File: config.mk
export PLATFORM = sky130hd
export DESIGN_NAME = uart_rx_decoder
export DESIGN_NICKNAME = d
export VERILOG_FILES = /design/src/rtl/uart_pkg.sv /design/src/rtl/sync_2ff.sv /design/src/rtl/uart_rx_decoder.sv
export SDC_FILE = /design/constraint.sdc
export NUM_CORES = 1
export LEC_CHECK = 0
export ABC_AREA = 1
export CAP_MARGIN = 10
export CELL_PAD_IN_SITES_DETAIL_PLACEMENT = 1
export CELL_PAD_IN_SITES_GLOBAL_PLACEMENT = 2
export CORE_MARGIN = 1
export CORE_UTILIZATION = 36
export CTS_CLUSTER_DIAMETER = 60
export CTS_CLUSTER_SIZE = 24
export DETAILED_ROUTE_END_ITERATION = 8
export DONT_BUFFER_PORTS = 1
export PLACE_DENSITY = 0.82
export RECOVER_POWER = 50
export SLEW_MARGIN = 5
export SYNTH_ARGS = -nofsm -noshare
export SYNTH_HDL_FRONTEND = slang
export SYNTH_HIERARCHICAL = 1
export SYNTH_SLANG_ARGS = --single-unit
File: constraint.sdc
create_clock -name clk -period 1.8 [get_ports clk]
set_input_delay 0.27 -clock clk [delete_from_list [all_inputs] [get_ports clk]]
set_output_delay 0.27 -clock clk [all_outputs]
set_load 0.01 [all_outputs]
File: src/rtl/uart_pkg.sv
// Shared definitions for the 8N1 UART receive path: frame shape and the
// receiver state encoding.
package uart_pkg;

  localparam int DATA_BITS = 8;
  localparam int STOP_BITS = 1;

  typedef enum logic [2:0] {
    IDLE      = 3'd0,
    START     = 3'd1,
    DATA      = 3'd2,
    STOP      = 3'd3,
    WAIT_HIGH = 3'd4
  } rx_state_e;

  // Counter width able to hold the value n (n >= 1).
  function automatic int count_width(input int n);
    return $clog2(n + 1);
  endfunction

endpackage

File: src/rtl/sync_2ff.sv
// Two-flop synchronizer that brings the asynchronous serial line into the
// clk domain. Both flops reset to RESET_VAL so an idle-high line does not
// produce a spurious edge out of reset.
module sync_2ff #(
  parameter logic RESET_VAL = 1'b1
) (
  input  logic clk,
  input  logic rst,
  input  logic d_i,
  output logic q_o
);

  logic meta_q;
  logic sync_q;

  // Shift the raw input through two flops; only sync_q is used downstream.
  always_ff @(posedge clk) begin
    if (rst) begin
      meta_q <= RESET_VAL;
      sync_q <= RESET_VAL;
    end else begin
      // NOTE: non-blocking assignments make both flops sample their inputs
      // from before the edge; blocking here would collapse the chain to one.
      meta_q <= d_i;
      sync_q <= meta_q;
    end
  end

  assign q_o = sync_q;

endmodule

File: src/rtl/uart_rx_decoder.sv
// 8N1 UART receiver. Detects the start edge on the synchronized line,
// samples each bit at its centre with a counter that reloads on every
// sample, and reports either a good byte (rx_valid) or a framing error
// (rx_frame_err) as one-cycle strobes.
module uart_rx_decoder
  import uart_pkg::*;
#(
  parameter int uart_baudrate_period_ns = 8680,
  parameter int clk_period_ns           = 10
) (
  input  logic       clk,
  input  logic       rst,
  input  logic       uart_tx,
  output logic [7:0] rx_data,
  output logic       rx_valid,
  output logic       rx_frame_err,
  output logic       busy
);

  localparam int BIT_CYCLES  = uart_baudrate_period_ns / clk_period_ns;
  localparam int HALF_CYCLES = BIT_CYCLES / 2;
  localparam int CNT_W       = count_width(BIT_CYCLES);
  localparam int IDX_W       = $clog2(DATA_BITS);

  localparam logic [CNT_W-1:0] CNT_BIT  = CNT_W'(BIT_CYCLES);
  localparam logic [CNT_W-1:0] CNT_HALF = CNT_W'(HALF_CYCLES);
  localparam logic [CNT_W-1:0] CNT_ONE  = CNT_W'(1);
  localparam logic [IDX_W-1:0] IDX_LAST = IDX_W'(DATA_BITS - 1);
  localparam logic [IDX_W-1:0] IDX_ONE  = IDX_W'(1);

  if (BIT_CYCLES < 4) begin : g_bad_baud
    $error("uart_rx_decoder: BIT_CYCLES must be at least 4");
  end
  if (STOP_BITS != 1) begin : g_bad_stop
    $error("uart_rx_decoder: only one stop bit is supported");
  end

  logic s;

  sync_2ff #(.RESET_VAL(1'b1)) u_sync (
    .clk (clk),
    .rst (rst),
    .d_i (uart_tx),
    .q_o (s)
  );

  rx_state_e          state_q;
  logic [CNT_W-1:0]   cnt_q;
  logic [IDX_W-1:0]   idx_q;
  logic [7:0]         shift_q;
  logic               s_prev_q;
  logic [1:0]         warm_q;
  logic [7:0]         rx_data_q;
  logic               rx_valid_q;
  logic               rx_frame_err_q;
  logic               busy_q;

  logic armed;
  logic fall_edge;
  logic sample_now;

  // Edge and sample-point qualifiers derived from the current registers.
  always_comb begin
    // NOTE: every always_comb output gets a value on every path, so no
    // latch can be inferred.
    armed      = 1'b0;
    fall_edge  = 1'b0;
    sample_now = 1'b0;
    // The synchronizer's reset value is still in s_prev_q for the first
    // three cycles after reset; only once it holds a real line sample can a
    // high-to-low transition be trusted (a line stuck low must not start).
    armed      = (warm_q == 2'd3);
    fall_edge  = armed && s_prev_q && !s;
    sample_now = (cnt_q == CNT_ONE);
  end

  // Receiver FSM with registered outputs; the counter reloads on each
  // sample so bit-centre timing never accumulates error across the frame.
  always_ff @(posedge clk) begin
    if (rst) begin
      state_q        <= IDLE;
      cnt_q          <= '0;
      idx_q          <= '0;
      shift_q        <= '0;
      s_prev_q       <= 1'b1;
      warm_q         <= '0;
      rx_data_q      <= 8'h00;
      rx_valid_q     <= 1'b0;
      rx_frame_err_q <= 1'b0;
      busy_q         <= 1'b0;
    end else begin
      s_prev_q       <= s;
      rx_valid_q     <= 1'b0;
      rx_frame_err_q <= 1'b0;
      if (!armed) begin
        warm_q <= warm_q + 2'd1;
      end

      case (state_q)
        IDLE: begin
          busy_q <= 1'b0;
          if (fall_edge) begin
            state_q <= START;
            cnt_q   <= CNT_HALF;
            busy_q  <= 1'b1;
          end
        end

        START: begin
          if (sample_now) begin
            if (!s) begin
              state_q <= DATA;
              idx_q   <= '0;
              cnt_q   <= CNT_BIT;
            end else begin
              // Glitch shorter than half a bit: drop it silently.
              state_q <= IDLE;
              cnt_q   <= '0;
              busy_q  <= 1'b0;
            end
          end else begin
            cnt_q <= cnt_q - CNT_ONE;
          end
        end

        DATA: begin
          if (sample_now) begin
            shift_q[idx_q] <= s;
            cnt_q          <= CNT_BIT;
            if (idx_q == IDX_LAST) begin
              state_q <= STOP;
            end else begin
              idx_q <= idx_q + IDX_ONE;
            end
          end else begin
            cnt_q <= cnt_q - CNT_ONE;
          end
        end

        STOP: begin
          if (sample_now) begin
            cnt_q <= '0;
            if (s) begin
              rx_data_q  <= shift_q;
              rx_valid_q <= 1'b1;
              state_q    <= IDLE;
              busy_q     <= 1'b0;
            end else begin
              rx_frame_err_q <= 1'b1;
              state_q        <= WAIT_HIGH;
            end
          end else begin
            cnt_q <= cnt_q - CNT_ONE;
          end
        end

        WAIT_HIGH: begin
          // A break holds the line low; stay quiet until it is released.
          if (s) begin
            state_q <= IDLE;
            busy_q  <= 1'b0;
          end
        end

        default: begin
          state_q <= IDLE;
          busy_q  <= 1'b0;
        end
      endcase
    end
  end

`ifdef UART_RX_ECHO
  // Simulation-only console echo of each received character.
  always @(posedge clk) begin
    if (rx_valid_q) begin
      $write("%c", rx_data_q);
    end
  end
`endif

  assign rx_data      = rx_data_q;
  assign rx_valid     = rx_valid_q;
  assign rx_frame_err = rx_frame_err_q;
  assign busy         = busy_q;

endmodule

==> out/results.txt, run 1 <==
Critical path data arrival time: 1.82 ns
Unrepaired setup endpoints after global routing: false
Post-placement cell count: 350
Final Critical Period: 1.64 ns
Final setup violation count: 0
Total track usage: 0.190
Antenna viol nets, final: 0
Worst setup EP type: flip-flop
Met2 wire len: 2210 um
Ys async rst share: 0
GRT overflow: 0
Port bufs: 0
Place WS: 0.106 ns
Synth area leaders: dfxtp_1, nand2_1, nor2_1
Register area share after synthesis: 0.397
VDD IR-drop max: 0.613 mV
Clock slew at reported path FFs: 0.08 ns
Period utilisation layout: 0.909
WL/cell: 13.7 um
Outcome: finished, final reports clean
Core footprint: 5240 um^2
Main flop type after synthesis: dfxtp_1
Die ar.: 5910 um^2
Hold WC Path Type: in2reg
Metal3 WL: 111 um
CTS tree: yes
Most common cell in the netlist: nand2_1
Hold path depth: 1
Tightest Pin Transition: 0.362 ns
Vias in the first global route: 1823
Power Dens Cells: 1590 nW/um^2
Clk_skew: 0.00750 ns
First-pass GRT wire length: 8700 um
CP Max Fanout: 4
Cells after Synth: 278
CTS Buf Count: 5
Worst Setup Path Type: reg2reg
WHS Endpoint: shift_q[5]
Longest Clk Path Bufs: 2
Dominant cell type by area after synthesis: dfxtp_1
Tot Pwr: 3.57 mW
Fin. max-slew vios: 0
Die X: 76.9 um
Fmax: 0.611 GHz
H-tree level count: 2
Total Nets Final: 296
Critical path required time: 1.98 ns
Topmost layer with routed signal wires: met4
Number of synthesized register bits: 40
# DRC: 0
Reg2Reg Setup Slack: 0.16 ns
Final HPWL DP: 3740 um
EDFF count, synth: 0
Startpoint types: flip-flop
Hold bufs inserted after CTS: 0
Synth top area share: 0.397
Post-synth top cells: nand2_1, dfxtp_1, nor2_1
TritonRoute pass-1 iters: 4
Syn-to-layout area delta: 11.5%
Setup ws final: 0.164 ns
Synth Area per Inst: 7.26 um^2
Cell row count: 26
WL final: 4920 um
Wl on met1: 2530 um
Diodes inserted: 0
Initial antenna violation count: 0
TNS Setup: 0 ns
FF-to-FF Start: warm_q[0]
Syn Nets: 286
Hold Crit Start: rst
Via-to-Cell Ratio: 4.88
Starting Density: 0.385
Leakage power figure: 0.928 nW
Worst Reg-to-Reg Cells: 8
Ys Warns: 6
Max-cap violations: 0
Largest net degree at the start of global routing: 24
Layout cells sized above 1: 0.176
Die H: 76.9 um
RR Endpoint: state_q[2]
Synth cell types: 33
Clock latency on the worst-skew pair: 0.30 ns
Clock sink total: 40
Relative slew slack: 0.758
Global placement routability congestion: 0.793
I/O Pins: 14
CTS Root Cell: clkbuf_8
Syn Std Cell Area: 2020 um^2
Starting DRC count in detailed routing: 81
Fin. Hold Viols: 0
Vias after detailed routing: 1751
Post-Layout Cell Count: 359
[power by group]
part | leakage [nW] | switching (mW) | internal [mW]
Combinational | 0.541 | 1.02 | 0.570
Sequential | 0.326 | 0.166 | 1.03
Clock | 0.0614 | 0.330 | 0.454
Total | 0.928 | 1.52 | 2.05
[timing repair]
action / in CTS / in global routing
gates resized for setup: 0 / 5
buffers inserted: 0 / 1
setup endpoints to repair: 0 / 9
[cells by family after synthesis]
group | after synthesis | synth area share
compound gates | 52 | 0.148
simple gates | 137 | 0.327
xor+xnor | 4 | 0.0174
fa+ha+maj | 5 | 0.0310
buf+inv | 40 | 0.0794
flops | 40 | 0.397
[critical path, cell delays in order (launching register included)]
cell,delay [ns]
dfxtp_1,0.37
ha_1,0.24
nand2_1,0.08
nor2_1,0.28
nor3_1,0.10
nor2_2,0.15
nand3_2,0.12
a21oi_1,0.14
a21oi_1,0.05
[layout by cell type (no fill, tap or decap), types with 2 or more instances in the layout]
cell type	n
inv_2	11
xor2_1	3
inv_1	24
nor3_1	5
clkbuf_8	6
nand2_1	54
nand3_1	16
nor2_1	39
nand2_4	2
o21ai_1	3
dfxtp_1	39
a211oi_1	2
nor3_2	2
a21oi_1	21
nor2_2	4
ha_1	4
nand3_2	2
nor2_4	5
o21ai_0	19
buf_4	6
nand4_1	2
nand2_2	5
[routing by layer]
| layer | track usage | vias up |
|---|---|---|
| met5 | 0 | - |
| met4 | 0.0635 | 0 |
| met3 | 0.0393 | 6 |
| met2 | 0.302 | 13 |
| met1 | 0.255 | 814 |
| li1 | - | 918 |
[flip-flops by register name (all words and copies together) (netlist names)]
signal	flops
busy	1
cnt_q	10
idx_q	3
rx_data	8
rx_frame_err	1
rx_valid	1
s_prev_q	1
shift_q	8
state_q	3
u_sync/meta_q	1
u_sync/q_o	1
warm_q	2
[metrics by stage]
step	hold WS (ns)	instance area, um^2	util
2_1_floorplan	0.348	2020	-
3_3_place_gp	0.343	2130	0.407
3_5_place_dp	0.345	2130	0.407
4_1_cts	0.0196	2250	0.430
5_1_grt	0.0132	2250	0.430
6_report	0.0324	2250	0.430
[how the worst max path moves through the flow]
stage               cells after the start          to       from
floorplan                              10    idx_q[0]   cnt_q[0]
global placement                       10  rx_data[5]   cnt_q[0]
detailed placement                     10  rx_data[2]   cnt_q[0]
CTS                                    10  rx_data[2]   cnt_q[0]
global route                           10  rx_data[7]   cnt_q[0]
finish                                  8  state_q[2]  warm_q[0]
[area by class of cell]
| cell class | instances | area (um^2) |
|---|---|---|
| clock buffer | 6 | 82.6 |
| clock inverter | 2 | 38.8 |
| fill | 673 | 2990 |
| inverter | 35 | 131 |
| multi-input combinational | 198 | 1050 |
| sequential | 40 | 802 |
| tap | 70 | 87.6 |
| timing repair buffer | 8 | 60.1 |
Note: power is estimated with default switching activity, not from simulation.
==> run 2, diff against run 1 <==
--- a/config.mk
+++ b/config.mk
@@ -17,6 +17,7 @@
 export DONT_BUFFER_PORTS = 1
 export PLACE_DENSITY = 0.82
 export RECOVER_POWER = 50
+export SETUP_SLACK_MARGIN = 0.2
 export SLEW_MARGIN = 5
 export SYNTH_ARGS = -nofsm -noshare
 export SYNTH_HDL_FRONTEND = slang
==> run 2 against run 1 <==
Effect of this change:
- fmax up 2.1%
- critical path depth up 4
- wire length up 6.7%
- global-route usage up 0.23 points
- cell count up 2.5%
- combinational power up 12%
- worst hold slack about the same
- utilization up 3.0 points
- count of clock-buffer cells in the layout unchanged
- first-iteration DRC count down 11%
- clock power about the same
- largest power group unchanged
==> out/results.txt, run 2 (synthesis gave the netlist of run 1 again) <==
Final Critical Period: 1.60 ns (-0.0343 ns)
WHS Endpoint: idx_q[1]
Max-cap violations: 0 (unchanged)
Fmax: 0.624 GHz (+2.1%)
Post-Layout Cell Count: 368 (+2.5%)
Initial antenna violation count: 0 (unchanged)
Hold path depth: 1 (unchanged)
WL final: 5250 um (+6.7%)
Worst setup EP type: flip-flop
Worst Setup Path Type: reg2reg
Starting Density: 0.385 (unchanged)
Die X: 76.9 um (unchanged)
TNS Setup: 0 ns (unchanged)
Port bufs: 0 (unchanged)
Via-to-Cell Ratio: 4.89 (+0.28%)
Hold WC Path Type: in2reg
Final core utilization: 0.460 (+0.0301)
Outcome: finished, final reports clean
Die ar.: 5910 um^2 (unchanged)
Critical path required time: 2.00 ns (+0.02 ns)
TritonRoute pass-1 iters: 4 (unchanged)
RR Endpoint: cnt_q[2]
Cell row count: 26 (unchanged)
Worst Reg-to-Reg Cells: 12 (+4)
H-tree level count: 2 (unchanged)
WL/cell: 14.3 um (+4.1%)
Critical path data arrival time: 1.80 ns (-0.02 ns)
Max reg flops: 10 (unchanged)
Total Nets Final: 305 (+3.0%)
CP Max Fanout: 6 (+2)
Leakage power figure: 0.994 nW (+7.2%)
Clk_skew: 0.00652 ns (-0.000981 ns)
GRT overflow: 0 (unchanged)
Flop pwr share: 0.323 (-0.011)
Fin. max-slew vios: 0 (unchanged)
Core footprint: 5240 um^2 (unchanged)
Period utilisation layout: 0.890 (-0.0191)
Clock latency on the worst-skew pair: 0.29 ns (about the same)
Commonest non-fill, non-tap cells in the layout: nand2_1, nor2_1, dfxtp_1
Longest Clk Path Bufs: 2 (unchanged)
Unrepaired setup endpoints after global routing: true
Tightest Pin Transition: 0.377 ns (+0.0157 ns)
Hold bufs inserted after CTS: 0 (unchanged)
Clock share of power: 0.208 (-0.011)
Clock sink total: 40 (unchanged)
Die H: 76.9 um (unchanged)
Most common cell after layout, fill and taps aside: nand2_1
Power Dens Cells: 1570 nW/um^2 (-0.91%)
Switching Share: 0.431 (+0.00574)
Diodes inserted: 0 (unchanged)
Starting DRC count in detailed routing: 72 (-11%)
CTS tree: yes
Antenna viol nets, final: 0 (unchanged)
Design internal power: 2.15 mW (+5.0%)
Post-placement cell count: 350 (unchanged)
Layout cells sized above 1: 0.265 (+0.0886)
Hold Crit Start: rst
Syn-to-layout area delta: 19.3%
Relative slew slack: 0.748 (-0.00993)
CTS Buf Count: 5 (unchanged)
Final setup violation count: 0 (unchanged)
Startpoint types: flip-flop
CTS Root Cell: clkbuf_8
Fill count: 667 (-0.89%)
Final HPWL DP: 3740 um (unchanged)
FF-to-FF Start: cnt_q[1]
Largest net degree at the start of global routing: 24 (unchanged)
# DRC: 0 (unchanged)
Vias after detailed routing: 1800 (+2.8%)
Combinational power share: 0.470 (+0.023)
Total track usage: 0.192 (+0.00228)
Fin. Hold Viols: 0 (unchanged)
Reg2Reg Setup Slack: 0.20 ns (+0.03 ns)
Most flop-heavy register: cnt_q
Clock slew at reported path FFs: 0.08 ns (about the same)
Global placement routability congestion: 0.793 (unchanged)
First-pass GRT wire length: 8800 um (+1.1%)
Vias in the first global route: 1846 (+1.3%)
Switching pwr: 1.63 mW (+7.5%)
VDD IR-drop max: 0.661 mV (+7.8%)
I/O Pins: 14 (unchanged)
==> run 2: cell type report <==
cell class,count,area (um^2),share of cell area
Inverter,35,131,0.0546
Sequential cell,40,811,0.337
Clock buffer,6,82.6,0.0343
Timing Repair Buffer,17,131,0.0546
Multi-Input combinational cell,198,1120,0.467
Clock inverter,2,38.8,0.0161
Tap cell,70,87.6,0.0364
==> run 2: what timing repair did <==
action / 4_1_cts / 5_1_grt
pin swaps: 4 / 12
setup buffers: 3 / 7
endpoints found under the setup margin: 13 / 27
resized for setup: 7 / 31
hold endpoints to repair: 0 / 0
gates cloned: 0 / 0
==> run 2: worst max-delay path by stage <==
| stage | from | endpoint | slack, ns | depth (start not counted) |
|---|---|---|---|---|
| after global routing | cnt_q[1] | shift_q[1] | 0.09 | 9 |
| after global placement | cnt_q[0] | rx_data[5] | 0.19 | 10 |
| final | cnt_q[1] | cnt_q[2] | 0.20 | 12 |
| after detailed placement | cnt_q[0] | rx_data[2] | 0.11 | 10 |
| after CTS | cnt_q[1] | cnt_q[8] | 0.16 | 11 |
| after floorplan | cnt_q[0] | idx_q[0] | 0.36 | 10 |
==> run 2: critical path: stages, from the launching register on <==
cell and delay (ns):
dfxtp_1 0.32, inv_2 0.09, ha_4 0.14, buf_4 0.09, nand2_1 0.04, nor2_1 0.22
nand2_4 0.13, a21oi_2 0.15, nand2_2 0.10, nand2_1 0.08, nand2_1 0.06, nand2_1 0.05
inv_1 0.03
==> run 2: per-stage QoR <==
step / hold slack, ns / instance area [um^2] / power [mW] / setup slack, ns
after global routing: 0.00830 / 2410 / 4.12 / 0.0874
after floorplan: 0.348 / 2020 / 2.44 / 0.362
after global placement: 0.343 / 2130 / 2.81 / 0.189
final: 0.0319 / 2410 / 3.79 / 0.198
after detailed placement: 0.345 / 2130 / 2.84 / 0.106
after CTS: 0.0196 / 2290 / 3.66 / 0.160
==> run 2: routing by layer <==
layer / vias up / part of all wire / track usage
li1: 931 / - / -
met1: 842 / 0.49 / 0.256
met2: 20 / 0.47 / 0.308
met3: 7 / 0.028 / 0.0393
met4: 0 / 0.013 / 0.0635
met5: - / 0 / 0
==> run 2: power groups by stage <==
stage / clock network (mW) / logic [mW] / registers (mW)
after floorplan: 0 / 1.26 / 1.18
after global placement: 0 / 1.60 / 1.21
after detailed placement: 0 / 1.62 / 1.22
after CTS: 0.810 / 1.65 / 1.21
after global routing: 0.838 / 2.03 / 1.25
final: 0.786 / 1.78 / 1.22
